$ cat src/rtl/adder_pkg.sv
// Shared widths and segment arithmetic for the segmented pipelined adder.
package adder_pkg;
  localparam int DEF_A_WIDTH   = 45;
  localparam int DEF_B_WIDTH   = 2;
  localparam int DEF_SEG_WIDTH = 16;

  function automatic int seg_count(input int a_w, input int s_w);
    if (s_w < 1) return 1;
    return (a_w + s_w - 1) / s_w;
  endfunction

  function automatic int last_seg_width(input int a_w, input int s_w);
    return a_w - (seg_count(a_w, s_w) - 1) * s_w;
  endfunction
endpackage

$ cat src/rtl/seg_adder_stage.sv
// One carry segment: adds its slice of A/B plus incoming carry, registers
// the partial result with the remaining operands and a valid bit.
module seg_adder_stage #(
  parameter int A_WIDTH   = 45,
  parameter int SEG_WIDTH = 16,
  parameter int IDX       = 0,
  parameter int SEG_W     = 16
) (
  input  logic               clk,
  input  logic               rst,
  input  logic               up_valid,
  output logic               up_ready,
  input  logic [A_WIDTH-1:0] up_a,
  input  logic [A_WIDTH-1:0] up_b,
  input  logic [A_WIDTH-1:0] up_sum,
  input  logic               up_carry,
  output logic               dn_valid,
  input  logic               dn_ready,
  output logic [A_WIDTH-1:0] dn_a,
  output logic [A_WIDTH-1:0] dn_b,
  output logic [A_WIDTH-1:0] dn_sum,
  output logic               dn_carry
);
  localparam int LO = IDX * SEG_WIDTH;

  logic [SEG_W:0]     seg_sum;
  logic [A_WIDTH-1:0] sum_next;
  logic               load;

  assign seg_sum = {1'b0, up_a[LO +: SEG_W]} + {1'b0, up_b[LO +: SEG_W]}
                 + {{SEG_W{1'b0}}, up_carry};

  always_comb begin
    sum_next = up_sum;
    sum_next[LO +: SEG_W] = seg_sum[SEG_W-1:0];
  end

  // Empty stages always accept, so bubbles collapse toward the output.
  assign up_ready = !dn_valid || dn_ready;
  assign load     = up_valid && up_ready;

  always_ff @(posedge clk or posedge rst) begin
    if (rst) begin
      dn_valid <= 1'b0;
      dn_a     <= '0;
      dn_b     <= '0;
      dn_sum   <= '0;
      dn_carry <= 1'b0;
    end else begin
      if (up_ready) dn_valid <= up_valid;
      // Data only moves with a real transaction so the output holds when idle.
      if (load) begin
        dn_a     <= up_a;
        dn_b     <= up_b;
        dn_sum   <= sum_next;
        dn_carry <= seg_sum[SEG_W];
      end
    end
  end
endmodule

$ cat src/rtl/seg_pipelined_adder.sv
// Pipelined A + zext(B) + cin, carry chain cut into SEG_WIDTH-bit stages
// with valid/ready flow control on both sides.
module seg_pipelined_adder
  import adder_pkg::*;
#(
  parameter int A_WIDTH   = DEF_A_WIDTH,
  parameter int B_WIDTH   = DEF_B_WIDTH,
  parameter int SEG_WIDTH = DEF_SEG_WIDTH
) (
  input  logic               clk,
  input  logic               rst,
  input  logic               in_valid,
  output logic               in_ready,
  input  logic [A_WIDTH-1:0] in_a,
  input  logic [B_WIDTH-1:0] in_b,
  input  logic               in_cin,
  output logic               out_valid,
  input  logic               out_ready,
  output logic [A_WIDTH:0]   out_sum
);
  localparam int NUM_SEG = seg_count(A_WIDTH, SEG_WIDTH);
  localparam int LAST_W  = last_seg_width(A_WIDTH, SEG_WIDTH);

  if ((A_WIDTH < 2) || (B_WIDTH < 1) || (B_WIDTH > A_WIDTH) ||
      (SEG_WIDTH < 1) || (SEG_WIDTH > A_WIDTH)) begin : g_bad_params
    $error("seg_pipelined_adder: illegal A_WIDTH/B_WIDTH/SEG_WIDTH");
  end

  logic [NUM_SEG:0]   vld_pipe;
  logic [NUM_SEG:0]   rdy_pipe;
  logic [NUM_SEG:0]   cry_pipe;
  logic [A_WIDTH-1:0] a_pipe [NUM_SEG+1];
  logic [A_WIDTH-1:0] b_pipe [NUM_SEG+1];
  logic [A_WIDTH-1:0] s_pipe [NUM_SEG+1];

  assign vld_pipe[0]       = in_valid;
  assign cry_pipe[0]       = in_cin;
  assign a_pipe[0]         = in_a;
  assign b_pipe[0]         = A_WIDTH'(in_b);
  assign s_pipe[0]         = '0;
  assign rdy_pipe[NUM_SEG] = out_ready;

  for (genvar k = 0; k < NUM_SEG; k++) begin : g_stage
    seg_adder_stage #(
      .A_WIDTH  (A_WIDTH),
      .SEG_WIDTH(SEG_WIDTH),
      .IDX      (k),
      .SEG_W    ((k == NUM_SEG - 1) ? LAST_W : SEG_WIDTH)
    ) u_stage (
      .clk     (clk),
      .rst     (rst),
      .up_valid(vld_pipe[k]),
      .up_ready(rdy_pipe[k]),
      .up_a    (a_pipe[k]),
      .up_b    (b_pipe[k]),
      .up_sum  (s_pipe[k]),
      .up_carry(cry_pipe[k]),
      .dn_valid(vld_pipe[k+1]),
      .dn_ready(rdy_pipe[k+1]),
      .dn_a    (a_pipe[k+1]),
      .dn_b    (b_pipe[k+1]),
      .dn_sum  (s_pipe[k+1]),
      .dn_carry(cry_pipe[k+1])
    );
  end

  // Masked so nothing is offered as accepted while reset is held.
  assign in_ready  = !rst && rdy_pipe[0];
  assign out_valid = vld_pipe[NUM_SEG];
  assign out_sum   = {cry_pipe[NUM_SEG], s_pipe[NUM_SEG]};
endmodule

$ cat config.mk
export PLATFORM = sky130hd
export DESIGN_NAME = seg_pipelined_adder
export DESIGN_NICKNAME = d
export VERILOG_FILES = /design/src/rtl/adder_pkg.sv /design/src/rtl/seg_adder_stage.sv /design/src/rtl/seg_pipelined_adder.sv
export SDC_FILE = /design/constraint.sdc
export NUM_CORES = 1
export LEC_CHECK = 0
export ABC_AREA = 1
export BUFFER_PORTS_ARGS = -buffer_cell sky130_fd_sc_hd__buf_2
export CORE_UTILIZATION = 60
export CTS_CLUSTER_SIZE = 28
export DETAILED_ROUTE_END_ITERATION = 8
export PLACE_DENSITY = 0.86
export SETUP_SLACK_MARGIN = 0.5
export SKIP_LAST_GASP = 1
export SLEW_MARGIN = 20
export SYNTH_ARGS = -nofsm -noshare
export SYNTH_HDL_FRONTEND = slang
export SYNTH_HIERARCHICAL = 1
export SYNTH_SLANG_ARGS = --single-unit
$ cat constraint.sdc
create_clock -name clk -period 4.51 [get_ports clk]
set_input_delay 0.2255 -clock clk [delete_from_list [all_inputs] [get_ports clk]]
set_output_delay 0.2255 -clock clk [all_outputs]
set_load 0.005 [all_outputs]
* Yosys cells after proc, flatten, opt, wreduce, memory -nomap -nowiden
Cells that the tools add are included.
** Word-level totals
- Input bits :: 52
- Logic and storage cells :: 26
- Output and inout port bits :: 48
- Flip-flop bits (word level) :: 189
** Cells by class
- Add/sub/neg operators :: 4
- Reduce and logical (&&, ||, !) cells :: 11
** Operators with widths (count)
- $add A16 B1 Y17 :: 1
- $add A16 B2 Y17 :: 1
- $add A17 B1 Y17 :: 1
- $add A13 B1 Y14 :: 1
- $logic_and A1 B1 Y1 :: 4
- $logic_not A1 Y1 :: 4
- $logic_or A1 B1 Y1 :: 3

* Longest topological paths before layout
- Depth after elaboration :: 5
- Mapped depth :: 12
- Depth with buffers taken out :: 11

* Cells and area by module
Netlist, hierarchy kept.
** Modules (own cells, without submodules)
- seg_adder_stage (g_stage[1].u_stage) :: instances 1, area an instance 6135.9 um^2, sequential area each 3428.3 um^2, cells an instance 756
- seg_adder_stage (g_stage[0].u_stage) :: instances 1, area an instance 6132.1 um^2, sequential area each 3428.3 um^2, cells an instance 756
- seg_adder_stage (g_stage[2].u_stage) :: instances 1, area an instance 5885.6 um^2, sequential area each 3428.3 um^2, cells an instance 714
- seg_pipelined_adder :: instances 1, area an instance 21.3 um^2, sequential area each 0.0 um^2, cells an instance 4

* Worst setup path before layout
OpenSTA, ideal clock, no wires.
- Path type :: register -> register
- Start point :: register g_stage[0].u_stage.dn_a[16]
- End point :: register g_stage[1].u_stage.dn_sum[22]
- Buffers on the path :: 0
- Clock period less this slack :: 1928 ps
- Data arrival time :: 1811 ps
- Library setup time :: 117 ps
- Cell stages (with the launch flop) :: 10
- Data required time :: 4393 ps
- Path slack :: 2582 ps
- Cells stage by stage :: dfrtp_1 > fa_1 > fa_1 > nand2_1 > nand2_1 > nand3_1 > nand2_1 > or2_1 > nand3_1 > nand2_1
** Between the ends
- Cells in the longest elaborated chain, start to end :: 1
** RTL lines
- start, declared :: RTL line seg_adder_stage.sv:19 : output logic [A_WIDTH-1:0] dn_a,
- start signal, assigned :: RTL line seg_adder_stage.sv:53 : dn_a <= up_a;
- $add A16 B1 Y17 :: RTL line seg_adder_stage.sv:31 : + {{SEG_W{1'b0}}, up_carry};
- end signal, assigned :: RTL line seg_adder_stage.sv:55 : dn_sum <= sum_next;
- end, declared :: RTL line seg_adder_stage.sv:21 : output logic [A_WIDTH-1:0] dn_sum,
No other way between the ends.
A chain may end at the register's enable or synchronous reset.

* Worst setup path in the final report
Ends and elaborated chain as after synthesis.

==> impl_metrics.env <==
export IMPL_dp_cells=1593
export IMPL_reg2reg_from="g_stage[0].u_stage/dn_a[16]"
export IMPL_num_nets_final=1525
export IMPL_hold_class="input port to register"
export IMPL_final_util=0.710
export IMPL_dp_hpwl_mm=14.8
export IMPL_path_cells="fa_1 > fa_1 > nand2_1 > nand2_1 > nand3_1 > nand2_1 > or2_1 > nand3_1 > nand2_1"
export IMPL_p_per_area_mw_per_mm2=546
export IMPL_drc_errors=0
export IMPL_crit_path_start="g_stage[0].u_stage/dn_a[16]"
export IMPL_worst_pin_slew_ns=0.982
export IMPL_syn2layout_area_growth_pct=15.6
export IMPL_grt_ovfl_total=0
export IMPL_diodes=0
export IMPL_slowest_delay_ns=0.48
export IMPL_die_area_mm2=0.0167
export IMPL_die_w_um=129
export IMPL_drv_cap=0
export IMPL_port_buffers=99
export IMPL_htreeDepth=4
export IMPL_grtUsageTotal=0.286
export IMPL_global_route_usage_met3=0.0574
export IMPL_place_congestion=0.888
export IMPL_crit_path_start_kind="register"
export IMPL_drt_first_pass_iters=6
export IMPL_cts_setup_buffers=0
export IMPL_reg2reg_slack_ns=2.38
export IMPL_path_common_cell="nand2_1"
export IMPL_met1_usage=0.358
export IMPL_wire_per_inst_um=13.4
export IMPL_drt_total_wl_mm=22.2
export IMPL_ir_drop_uv=328
export IMPL_cts_sinks=183
export IMPL_clkTransAtPathRegs_ns=0.07
export IMPL_fin_worst_skew_ns=0.0155
export IMPL_rsz0062_at_grt="false"
export IMPL_drtIter0Drc=663
export IMPL_grt_use_met2=0.486
export IMPL_cts_hold_buf=29
export IMPL_regToRegEndpoint="g_stage[1].u_stage/dn_sum[22]"
export IMPL_rr_worst_depth=9
export IMPL_initial_core_util=0.614
export IMPL_relSlewSlack=0.345
export IMPL_antenna_found_initial=0
export IMPL_fmax_mhz=469
export IMPL_fin_crit_sh=0.473
export IMPL_hp_start="in_a[42]"
export IMPL_cp_required_ns=4.83
export IMPL_yosys_warnings=6
export IMPL_grt_pass1_wl_mm=37.1
export IMPL_grt_max_degree=81
export IMPL_layout_commonest_cell="nand2_1"
export IMPL_root_buffer="clkbuf_16"
export IMPL_cts_resized_gates=0
export IMPL_power_leakage_nw=6.52
export IMPL_vias=8361
export IMPL_slew_violations=0
export IMPL_tns_ns=0
export IMPL_worst_setup_path_end_kind="register"
export IMPL_dpl_cell_area_mm2=0.0104
export IMPL_path_max_fanout=4
export IMPL_busiest_layer="met2"
export IMPL_die_h_um=129
export IMPL_fin_crit_ns=2.13
export IMPL_synth_area_mm2=0.00971
export IMPL_fin_area_mm2=0.0112
export IMPL_syn_instance_count=1286
export IMPL_num_io_pins=100
export IMPL_setup_viol=0
export IMPL_clockBufferDepth=2
export IMPL_critPathArrivalTime_ns=2.46
export IMPL_hold_path_end="g_stage[0].u_stage/dn_a[42]"
export IMPL_syn_avg_cell_area_um2=7.55
export IMPL_grt_pass1_vias=8041
export IMPL_holdPathStages=3
export IMPL_postRouteAntennaNets=0
export IMPL_core_mm2=0.0158
export IMPL_vias_per_cell=5.06
export IMPL_row_count=46
export IMPL_cp_slowest_cell="fa_1"
export IMPL_clk_latency_ns=0.44
export IMPL_crit_type="register to register"
export IMPL_drive_gt1_frac=0.140
export IMPL_numCtsBuffers=17
export IMPL_layout_common_cells="nand2_1, dfrtp_1, buf_2"
export IMPL_cts_tree="done"
export IMPL_outcome="complete, no violations"
export IMPL_fin_cells=1654
export IMPL_final_hold_viol_count=0
per-layer routing:
layer  share of wire  wire, µm
met4           0.020       444
met1            0.43      9600
met2            0.49     11000
met5               0         0
met3           0.053      1180
how the worst max path moves through the flow:
stage	end	slack (ns)	cells past startpoint
4_1_cts	g_stage[1].u_stage/dn_sum[22]	2.37	9
3_5_place_dp	g_stage[1].u_stage/dn_sum[22]	2.41	9
6_report	g_stage[1].u_stage/dn_sum[22]	2.38	9
2_1_floorplan	g_stage[0].u_stage/dn_a[16]	2.35	1
5_1_grt	g_stage[0].u_stage/dn_a[27]	2.23	10
3_3_place_gp	g_stage[1].u_stage/dn_sum[22]	2.47	9
sequential cells by signal, indices dropped and copies added, names as in the netlist:
| register | flops |
|---|---|
| g_stage.u_stage/dn_b | 42 |
| g_stage.u_stage/dn_sum | 93 |
| g_stage.u_stage/dn_valid | 3 |
| g_stage.u_stage/dn_a | 42 |
| g_stage.u_stage/dn_carry | 3 |
area by class of cell:
cell class,count,area [µm²]
clock buffers,20,457
inverters,114,429
clock inverters,12,125
multi-input cells,975,4540
well taps,216,270
repair buffers,134,831
flip-flops and latches,183,4580
fillers,1214,4600
critical path: cells and delay by family (launching register included):
kind	cells	cell delay, ns
adder cells (fa/ha/maj)	2	0.90
flip-flops	1	0.40
AND/OR/NAND/NOR	7	0.70
per-stage QoR:
step                      setup WS (ns)  hold WS [ns]  total power, mW
after global routing               2.23        0.0166             6.58
final                              2.38        0.0201             6.13
after global placement             2.47         0.403             4.51
after detailed placement           2.41         0.408             4.60
after CTS                          2.37       0.00285             6.12
after floorplan                    2.35         0.335             4.01
power breakdown:
part / internal (mW) / switching (mW)
combinational: 0.811 / 1.35
sequential: 2.17 / 0.328
clock: 0.843 / 0.627
total: 3.82 / 2.31
No activity file was read; power rests on OpenSTA's default activity.
